`config.mk`:
```
export PLATFORM = sky130hd
export DESIGN_NAME = sec_encoder_location_clk
export DESIGN_NICKNAME = d
export VERILOG_FILES = /design/src/rtl/sec_encoder_location_clk.sv
export SDC_FILE = /design/constraint.sdc
export NUM_CORES = 1
export LEC_CHECK = 0
export BUFFER_PORTS_ARGS = -buffer_cell sky130_fd_sc_hd__buf_2
export CAP_MARGIN = 20
export CORE_MARGIN = 2
export CORE_UTILIZATION = 56
export DETAILED_ROUTE_END_ITERATION = 7
export GPL_TIMING_DRIVEN = 0
export HOLD_SLACK_MARGIN = 0.06
export PLACE_DENSITY = 0.8
export SLEW_MARGIN = 0
export SYNTH_ARGS = -nofsm -noshare
export SYNTH_HDL_FRONTEND = slang
export SYNTH_SLANG_ARGS = --single-unit
```
`constraint.sdc`:
```
create_clock -name clk -period 2.2 [get_ports clk]
set_input_delay 0.22 -clock clk [delete_from_list [all_inputs] [get_ports clk]]
set_output_delay 0.22 -clock clk [all_outputs]
set_load 0.005 [all_outputs]
```
`src/rtl/sec_encoder_location_clk.sv`:
```
`default_nettype none
// ============================================================================
// Module      : sec_encoder_location_clk
// Description : Sequential single-error-correcting encoder.
//               - Scans a latched data word LANES bits per cycle.
//               - Builds the Hamming syndrome by XOR-ing the codeword
//                 position of every set data bit.
//               - Packs data, check bits and an overall even-parity bit into
//                 a W_BITS-wide codeword.
//               Optional macro SEC_ENC_INJECT_EN adds a single-bit
//               error-injection port pair (inj_en / inj_pos) for generating
//               decoder test vectors.
// Revision    : 1.0 - initial release
// ============================================================================
module sec_encoder_location_clk #(
    parameter int N_BITS = 31,
    parameter int W_BITS = 38,
    parameter int P_BITS = 6,
    parameter int LANES  = 1
) (
    input  logic              clk,
    input  logic              rst,
    input  logic              start,
    input  logic [N_BITS-1:0] N,
`ifdef SEC_ENC_INJECT_EN
    input  logic              inj_en,
    input  logic [5:0]        inj_pos,
`endif
    output logic              ready,
    output logic              busy,
    output logic              done,
    output logic [W_BITS-1:0] W
);

    // Number of SCAN cycles and the zero-padded width of the scanned word,
    // so that every lane index in every cycle stays inside the register.
    localparam int SCAN_CYCLES = (N_BITS + LANES - 1) / LANES;
    localparam int SCAN_W      = SCAN_CYCLES * LANES;
    localparam int IDX_W       = (SCAN_W > 1) ? $clog2(SCAN_W) : 1;
    localparam int CNT_W       = (SCAN_CYCLES > 1) ? $clog2(SCAN_CYCLES + 1) : 1;

    localparam logic [CNT_W-1:0] LAST_CNT  = CNT_W'(SCAN_CYCLES - 1);
    localparam logic [IDX_W-1:0] LANE_STEP = IDX_W'(LANES);

    // Codeword position of data bit k: the k-th position >= 3 that is not a
    // power of two (powers of two hold the check bits, position 0 the
    // overall parity).
    function automatic logic [P_BITS-1:0] pos_of(input int k);
        int               n;
        logic [P_BITS-1:0] r;
        n = 0;
        r = '0;
        for (int p = 3; p < W_BITS; p++) begin
            if ((p & (p - 1)) != 0) begin
                if (n == k) begin
                    r = P_BITS'(p);
                end
                n++;
            end
        end
        return r;
    endfunction

    typedef enum logic [1:0] {
        S_IDLE = 2'd0,
        S_SCAN = 2'd1,
        S_PACK = 2'd2,
        S_DONE = 2'd3
    } state_t;

    state_t              state;
    logic [SCAN_W-1:0]   data;
    logic [P_BITS-1:0]   syn;
    logic [IDX_W-1:0]    idx;
    logic [CNT_W-1:0]    cnt;
`ifdef SEC_ENC_INJECT_EN
    logic                inj_en_lat;
    logic [5:0]          inj_pos_lat;
    localparam logic [5:0] INJ_LIMIT = 6'(W_BITS);
`endif

    // Position lookup per scanned bit (padding bits map to position 0 and
    // therefore never disturb the syndrome).
    logic [P_BITS-1:0]   pos_tbl [SCAN_W];
    logic [P_BITS-1:0]   lane_term [LANES];
    logic [P_BITS-1:0]   syn_step;
    logic [W_BITS-1:1]   cw_body;
    logic [W_BITS-1:0]   clean_cw;
    logic [W_BITS-1:0]   pack_cw;

    // Data bits: fixed placement into the codeword and position table.
    for (genvar k = 0; k < N_BITS; k++) begin : g_pos
        localparam logic [P_BITS-1:0] POS = pos_of(k);
        assign pos_tbl[k]   = POS;
        assign cw_body[POS] = data[k];
    end

    // Padding slots beyond the data word contribute nothing.
    for (genvar k = N_BITS; k < SCAN_W; k++) begin : g_pad
        assign pos_tbl[k] = '0;
    end

    // Check bit i lives at codeword position 2^i.
    for (genvar i = 0; i < P_BITS; i++) begin : g_chk
        localparam int CPOS = 2 ** i;
        assign cw_body[CPOS] = syn[i];
    end

    // Per-lane syndrome contribution for the bits handled this cycle.
    for (genvar l = 0; l < LANES; l++) begin : g_lane
        localparam logic [IDX_W-1:0] OFF = IDX_W'(l);
        logic [IDX_W-1:0] lane_idx;
        assign lane_idx     = idx + OFF;
        assign lane_term[l] = data[lane_idx] ? pos_tbl[lane_idx] : '0;
    end

    // Fold all lane contributions into the running syndrome.
    always_comb begin
        syn_step = syn;
        for (int l = 0; l < LANES; l++) begin
            syn_step = syn_step ^ lane_term[l];
        end
    end

    // Overall parity makes the whole codeword even.
    assign clean_cw = {cw_body, ^cw_body};

    // Optional single-bit corruption applied after parity is computed.
    always_comb begin
        pack_cw = clean_cw;
`ifdef SEC_ENC_INJECT_EN
        if (inj_en_lat && (inj_pos_lat < INJ_LIMIT)) begin
            pack_cw[inj_pos_lat] = ~clean_cw[inj_pos_lat];
        end
`endif
    end

    // Control FSM with registered handshake outputs and codeword register.
    always_ff @(posedge clk) begin
        if (rst) begin
            state <= S_IDLE;
            ready <= 1'b1;
            busy  <= 1'b0;
            done  <= 1'b0;
            W     <= '0;
            data  <= '0;
            syn   <= '0;
            idx   <= '0;
            cnt   <= '0;
`ifdef SEC_ENC_INJECT_EN
            inj_en_lat  <= 1'b0;
            inj_pos_lat <= '0;
`endif
        end else begin
            case (state)
                S_IDLE: begin
                    done <= 1'b0;
                    if (start) begin
                        data  <= SCAN_W'(N);
                        syn   <= '0;
                        idx   <= '0;
                        cnt   <= '0;
                        ready <= 1'b0;
                        busy  <= 1'b1;
                        state <= S_SCAN;
`ifdef SEC_ENC_INJECT_EN
                        inj_en_lat  <= inj_en;
                        inj_pos_lat <= inj_pos;
`endif
                    end
                end
                S_SCAN: begin
                    syn <= syn_step;
                    idx <= idx + LANE_STEP;
                    cnt <= cnt + CNT_W'(1);
                    if (cnt == LAST_CNT) begin
                        state <= S_PACK;
                    end
                end
                S_PACK: begin
                    W     <= pack_cw;
                    done  <= 1'b1;
                    state <= S_DONE;
                end
                S_DONE: begin
                    // start is deliberately not looked at here.
                    done  <= 1'b0;
                    ready <= 1'b1;
                    busy  <= 1'b0;
                    state <= S_IDLE;
                end
                default: begin
                    state <= S_IDLE;
                end
            endcase
        end
    end

endmodule
`default_nettype wire

```
[Word-level counts from Yosys, hierarchy flattened]
Memory sizes are Yosys's and may differ from the RTL's.
Index checks and enable logic that the tools add are counted.
Word-level totals
  register bits: 90
  memories kept: 1
  memory bits (read-only): 192
  input bits: 34
  logic and storage cells: 50
  output and inout port bits: 41
Memories
  (name not given): depth 32, bits a word 6, read ports 1, clocked after memory_dff 0, write ports 0, line 114  | assign lane_term[l] = data[lane_idx] ? pos_tbl[lane_idx] : '0;
Operators by class
  reduce and logical (&&, ||, !) cells: 10
  muxes and demuxes: 18
  magnitude comparators: 2
  bitwise operators: 2
  equal/unequal tests: 6
  add/sub/neg operators: 2
Operators by type and width (count)
  37-bit parity: 1
  6-bit 2-to-1 mux: 4
  5-bit case mux with 2 select lines: 2
  6-bit case mux with 2 select lines: 1
  5-bit by 1-bit adder with 5-bit output (second input constant): 2
  2-bit case mux with 4 select lines: 1
  2-bit AND reduction: 4
  6-bit >= comparator (second input constant): 1
  5-bit by 6-bit < comparator with 1-bit output (second input constant): 1
  5-bit inverter with 6-bit output: 1
  1-bit case mux with 2 select lines: 3
  2-bit nonzero test: 3
  6-bit XOR: 1
  1-bit binary-select mux with 5-bit select: 1
  5-bit equality test (second input constant): 1
  5-bit 2-to-1 mux: 1
  2-bit equality test (second input constant): 2
  2-bit 2-to-1 mux: 2
  2-bit != test (second input constant): 2
  1-bit 2-to-1 mux: 3
  2-bit by 1-bit equality test with 1-bit output (second input constant): 1
  2-bit zero test: 1
  2-bit OR reduction: 1

[Logic depth before layout (Yosys ltp)]
  depth after elaboration: 7
  mapped depth: 10

[Least setup slack after synthesis]
No wires, ideal clock.
  path kind: register to register
  start: register state[0]
  end: register syn[1]
  stages on the path, launching flop included: 10
  arrival time: 1.915 ns
  slack: 0.214 ns
  path through: dfxtp_1 inv_1 ha_1 nand2b_1 buf_2 o21ai_1 a31oi_4 o311ai_4 or3_1 a21oi_1
Between the ends
  cells in the longest elaborated chain, start to end: 3
RTL lines
  from (decl): line 71  | state_t state;
  from (signal assigned): line 141  | state <= S_IDLE;
  from (signal assigned): line 165  | state <= S_SCAN;
  from (signal assigned): line 177  | state <= S_PACK;
  2-bit by 1-bit equality test with 1-bit output / 2-bit zero test (equally long branches): line 155  | case (state)
  2-bit nonzero test (no line) / 2-bit != test (equally long branches)
  2-bit AND reduction (no line)
  to (signal assigned): line 173  | syn <= syn_step;
  to (decl): line 73  | logic [P_BITS-1:0] syn;
Parallel ways exist; a longest one is shown, timed or not.
A chain may end at the register's enable or synchronous reset.

[Worst setup path after layout]
  start: register idx[1]
  end: register syn[0]
Between the ends
  cells in the longest elaborated chain, start to end: 7
RTL lines
  from (decl): line 74  | logic [IDX_W-1:0] idx;
  from (signal assigned): line 174  | idx <= idx + LANE_STEP;
  5-bit inverter with 6-bit output (not written as such): line 114
  memory read 32 x 6 bit
  6-bit 2-to-1 mux (not written as such) (2 in series): line 114
  6-bit 2-to-1 mux (*): line 114
  6-bit XOR (*): line 121  | syn_step = syn_step ^ lane_term[l];
  6-bit case mux with 2 select lines (*): line 155
Every way passes the cells marked *; elsewhere a longest branch is shown, timed or not. The select of a mux whose other input is x is not followed.

==> summary.md <==
| Metric | Value |
|---|---|
| Final setup fails | `0` |
| CTS Buf Count | `9` |
| Nets | `611` |
| Maxcap violations | `0` |
| Sink Count | `90` |
| Post-DR wirelength/cell | `15.6 um` |
| Crit path from | `idx[1]` |
| Total power | `5.21 mW` |
| M1 GR Usage | `32.5%` |
| FFs w/ async S/R, synth | `0%` |
| Skew-Pair Late Insertion Delay | `0.36 ns` |
| DP HPWL | `7.63 mm` |
| Htree depth | `3` |
| Worst Path Class, Setup | `reg2reg` |
| Min Tclk post-route | `2.11 ns` |
| Area contributors post-synth | `dfxtp_1, mux2i_1, nand2_1, xnor2_1, a21oi_1` |
| Clock share of power | `22.1%` |
| Most common cell in the netlist | `dfxtp_1` |
| Final WS setup | `0.0938 ns` |
| CTS max path bufs | `2` |
| Post-synthesis net count | `528` |
| ANT cells | `0` |
| Die Wd | `91.7 um` |
| Setup TNS | `0 ns` |
| Synth Instances | `478` |
| Gr usage total | `25.3%` |
| Critical path capture point type | `flop` |
| R2R depth | `7` |
| First-pass GRT wire length | `16.8 mm` |
| Post-route antenna net violation count | `0` |
| Sequential cell area fraction in the yosys report | `41.8%` |
| Worst slew pin tran | `0.753 ns` |
| Drt via density | `5.41` |
| Yosys cell types | `50` |
| Vias in the first global route | `3500` |
| Seq pwr share | `39.7%` |
| Fmax | `475 MHz` |
| Crit-path max FO | `10` |
| R2r endpoint | `syn[0]` |
| Post-synth EDFFs | `0` |
| HP Start | `N[17]` |
| Worst path required time | `2.49 ns` |
| Hold EP | `data[17]` |
| Clk root buf | `clkbuf_8` |
| R2R Setup Slk | `0.09 ns` |
| Cell taking the most area after synthesis | `dfxtp_1` |
| Core area | `7330 um^2` |
| Pre-CTS setup slack | `-0.0944 ns` |
| Routed via count | `3597` |
| Share of cells above drive strength 1 | `21.0%` |
| P_sw | `1.92 mW` |
| Routed wire length | `10.4 mm` |
| Worst-path clk slew | `0.10 ns` |
| Sw frac | `36.9%` |
| Max Slew Vio Count | `0` |
| Final Util | `68.6%` |
| Starting Density | `58.7%` |
| Pleak | `2.02 nW` |
| #FFs+latches synth | `90` |
| Drt pass-1 iters | `6` |
| Mapped Area | `4310 um^2` |
| Initial DRC count | `187` |
| CP arrival | `2.40 ns` |
| Residual DRC | `0` |
| Peak supply drop | `0.620 mV` |
| Met2 Use GR | `41.7%` |
| Total global routing overflow | `0` |
| CP Launch Type | `flop` |
| Met3 GRT Util | `5.83%` |
| WHS | `0.0823 ns` |
| Run status | `completed` |
| Fillers | `583` |
| Mean Syn Cell Area | `9.01 um^2` |
| Hold path cells | `3` |
| Post-CTS setup buffers | `0` |
| Initial antenna violation count | `0` |
| IO Port Bufs | `73` |
| Power per Cell Area | `1040 nW/um^2` |
| R2r startpoint | `idx[1]` |
| Pin count of the biggest net entering global routing | `17` |
| Die ar. | `8410 um^2` |
| Ys flop type | `dfxtp_1` |
| Gr busiest metal | `met2` |
| Share of the synthesized area in the top cell type | `41.8%` |
| Internal power | `3.28 mW` |
| Min-delay worst type | `in2reg` |
| Worst Skew | `0.0132 ns` |
| Cts hold-fix bufs | `0` |
| Row cnt | `31` |
| RSZ-0062 raised after global routing | `false` |
| Worst slew margin | `49.8%` |
| Syn-to-layout area delta | `16.7%` |
| Comb power frac | `38.2%` |
| Yosys warning count | `0` |
| # IOs | `75` |
| Synth cell count leaders | `dfxtp_1, nand2_1, nor2_1` |
| Gpl congestion | `0.898` |
| Final hold violation count | `0` |
| CTS tree | `yes` |
| Die height | `91.7 um` |
| Tcrit/Tclk final | `95.7%` |
==> worst max-delay path: stages, from the launching register on <==
cell	delay [ns]
dfxtp_4	0.39
buf_6	0.14
mux4_1	0.56
nand2_1	0.11
a21oi_2	0.07
o311ai_4	0.45
o21ai_1	0.15
a21oi_1	0.17
==> area by class of cell <==
| type | instances | area (um^2) | area share, % |
|---|---|---|---|
| plain buffers | 30 | 145 | 2.89 |
| clock buffers | 10 | 128 | 2.54 |
| clock inverters | 6 | 71.3 | 1.42 |
| inverters | 8 | 30.0 | 0.597 |
| multi-input cells | 349 | 2350 | 46.8 |
| flip-flops and latches | 90 | 1810 | 36.0 |
| well taps | 99 | 124 | 2.46 |
| repair buffers | 73 | 365 | 7.27 |
==> layout by cell type, fill, tap and decap left out, drive strengths merged, types with 2 or more instances in the layout <==
| cell | n |
|---|---|
| xnor2 | 28 |
| nor2 | 57 |
| a211oi | 3 |
| buf | 83 |
| mux2 | 4 |
| inv | 11 |
| xor2 | 11 |
| nand2 | 80 |
| nor2b | 6 |
| clkbuf | 30 |
| nor3 | 2 |
| dfxtp | 90 |
| a21oi | 45 |
| nand2b | 4 |
| a32oi | 2 |
| and2b | 2 |
| clkinvlp | 2 |
| nand3 | 3 |
| or3 | 5 |
| mux2i | 39 |
| o21bai | 2 |
| mux4 | 6 |
| o21ai | 10 |
| o211ai | 4 |
| nand4 | 5 |
| ha | 16 |
==> flip-flops by register name, summed over array words and instances, names as in the netlist <==
| register | cells |
|---|---|
| done | 1 |
| idx | 5 |
| data | 31 |
| cnt | 5 |
| state | 2 |
| ready | 1 |
| syn | 6 |
| busy | 1 |
| W | 38 |
==> kinds of logic (layout without fill, tap and decap cells) <==
kind of cell / Yosys count / in the layout / share of synthesized area [%]
multiplexers: 49 / 49 / 13.4
buffers and inverters: 39 / 127 / 3.98
AO/OA/AOI/OAI: 75 / 75 / 10.9
flip-flops: 90 / 90 / 41.8
adder cells (fa/ha/maj): 16 / 16 / 4.65
AND/OR/NAND/NOR: 169 / 169 / 16.8
XOR/XNOR: 40 / 40 / 8.46
==> per-stage QoR <==
stage          instance area, um^2  instances
2_1_floorplan                 4310        478
3_5_place_dp                  4790        650
3_3_place_gp                  4790        650
6_report                      5030        665
4_1_cts                       5000        666
5_1_grt                       5030        665
==> worst max path at each step <==
| stage | endpoint | slack, ns | cells past startpoint |
|---|---|---|---|
| final | syn[0] | 0.09 | 7 |
| after global routing | syn[1] | 0.01 | 10 |
| after CTS | syn[0] | 0.02 | 9 |
| after detailed placement | W[26] | -0.09 | 7 |
| after global placement | W[26] | -0.03 | 7 |
| after floorplan | syn[1] | 0.21 | 9 |
==> power by group through the flow <==
stage / Clock (mW) / Combinational (mW) / Sequential [mW]
floorplan: 0 / 1.50 / 2.03
global placement: 0 / 1.87 / 2.08
detailed placement: 0 / 1.92 / 2.09
CTS: 1.16 / 1.94 / 2.06
global route: 1.23 / 2.17 / 2.09
finish: 1.15 / 1.99 / 2.07
==> repair_timing <==
item	4_1_cts	5_1_grt
setup endpoints to repair	15	5
pin swaps	0	1
resized for setup	4	9
cloned	0	0
hold endpoints to repair	0	0
==> per-layer routing <==
| layer | vias up | routed length (um) | share of wire, % |
|---|---|---|---|
| met1 | 1703 | 4610 | 44 |
| li1 | 1776 | - | - |
| met3 | 18 | 606 | 5.9 |
| met4 | 0 | 231 | 2.2 |
| met2 | 100 | 4910 | 47 |
| met5 | - | 0 | 0 |
No activity file was read; power rests on OpenSTA's default activity.
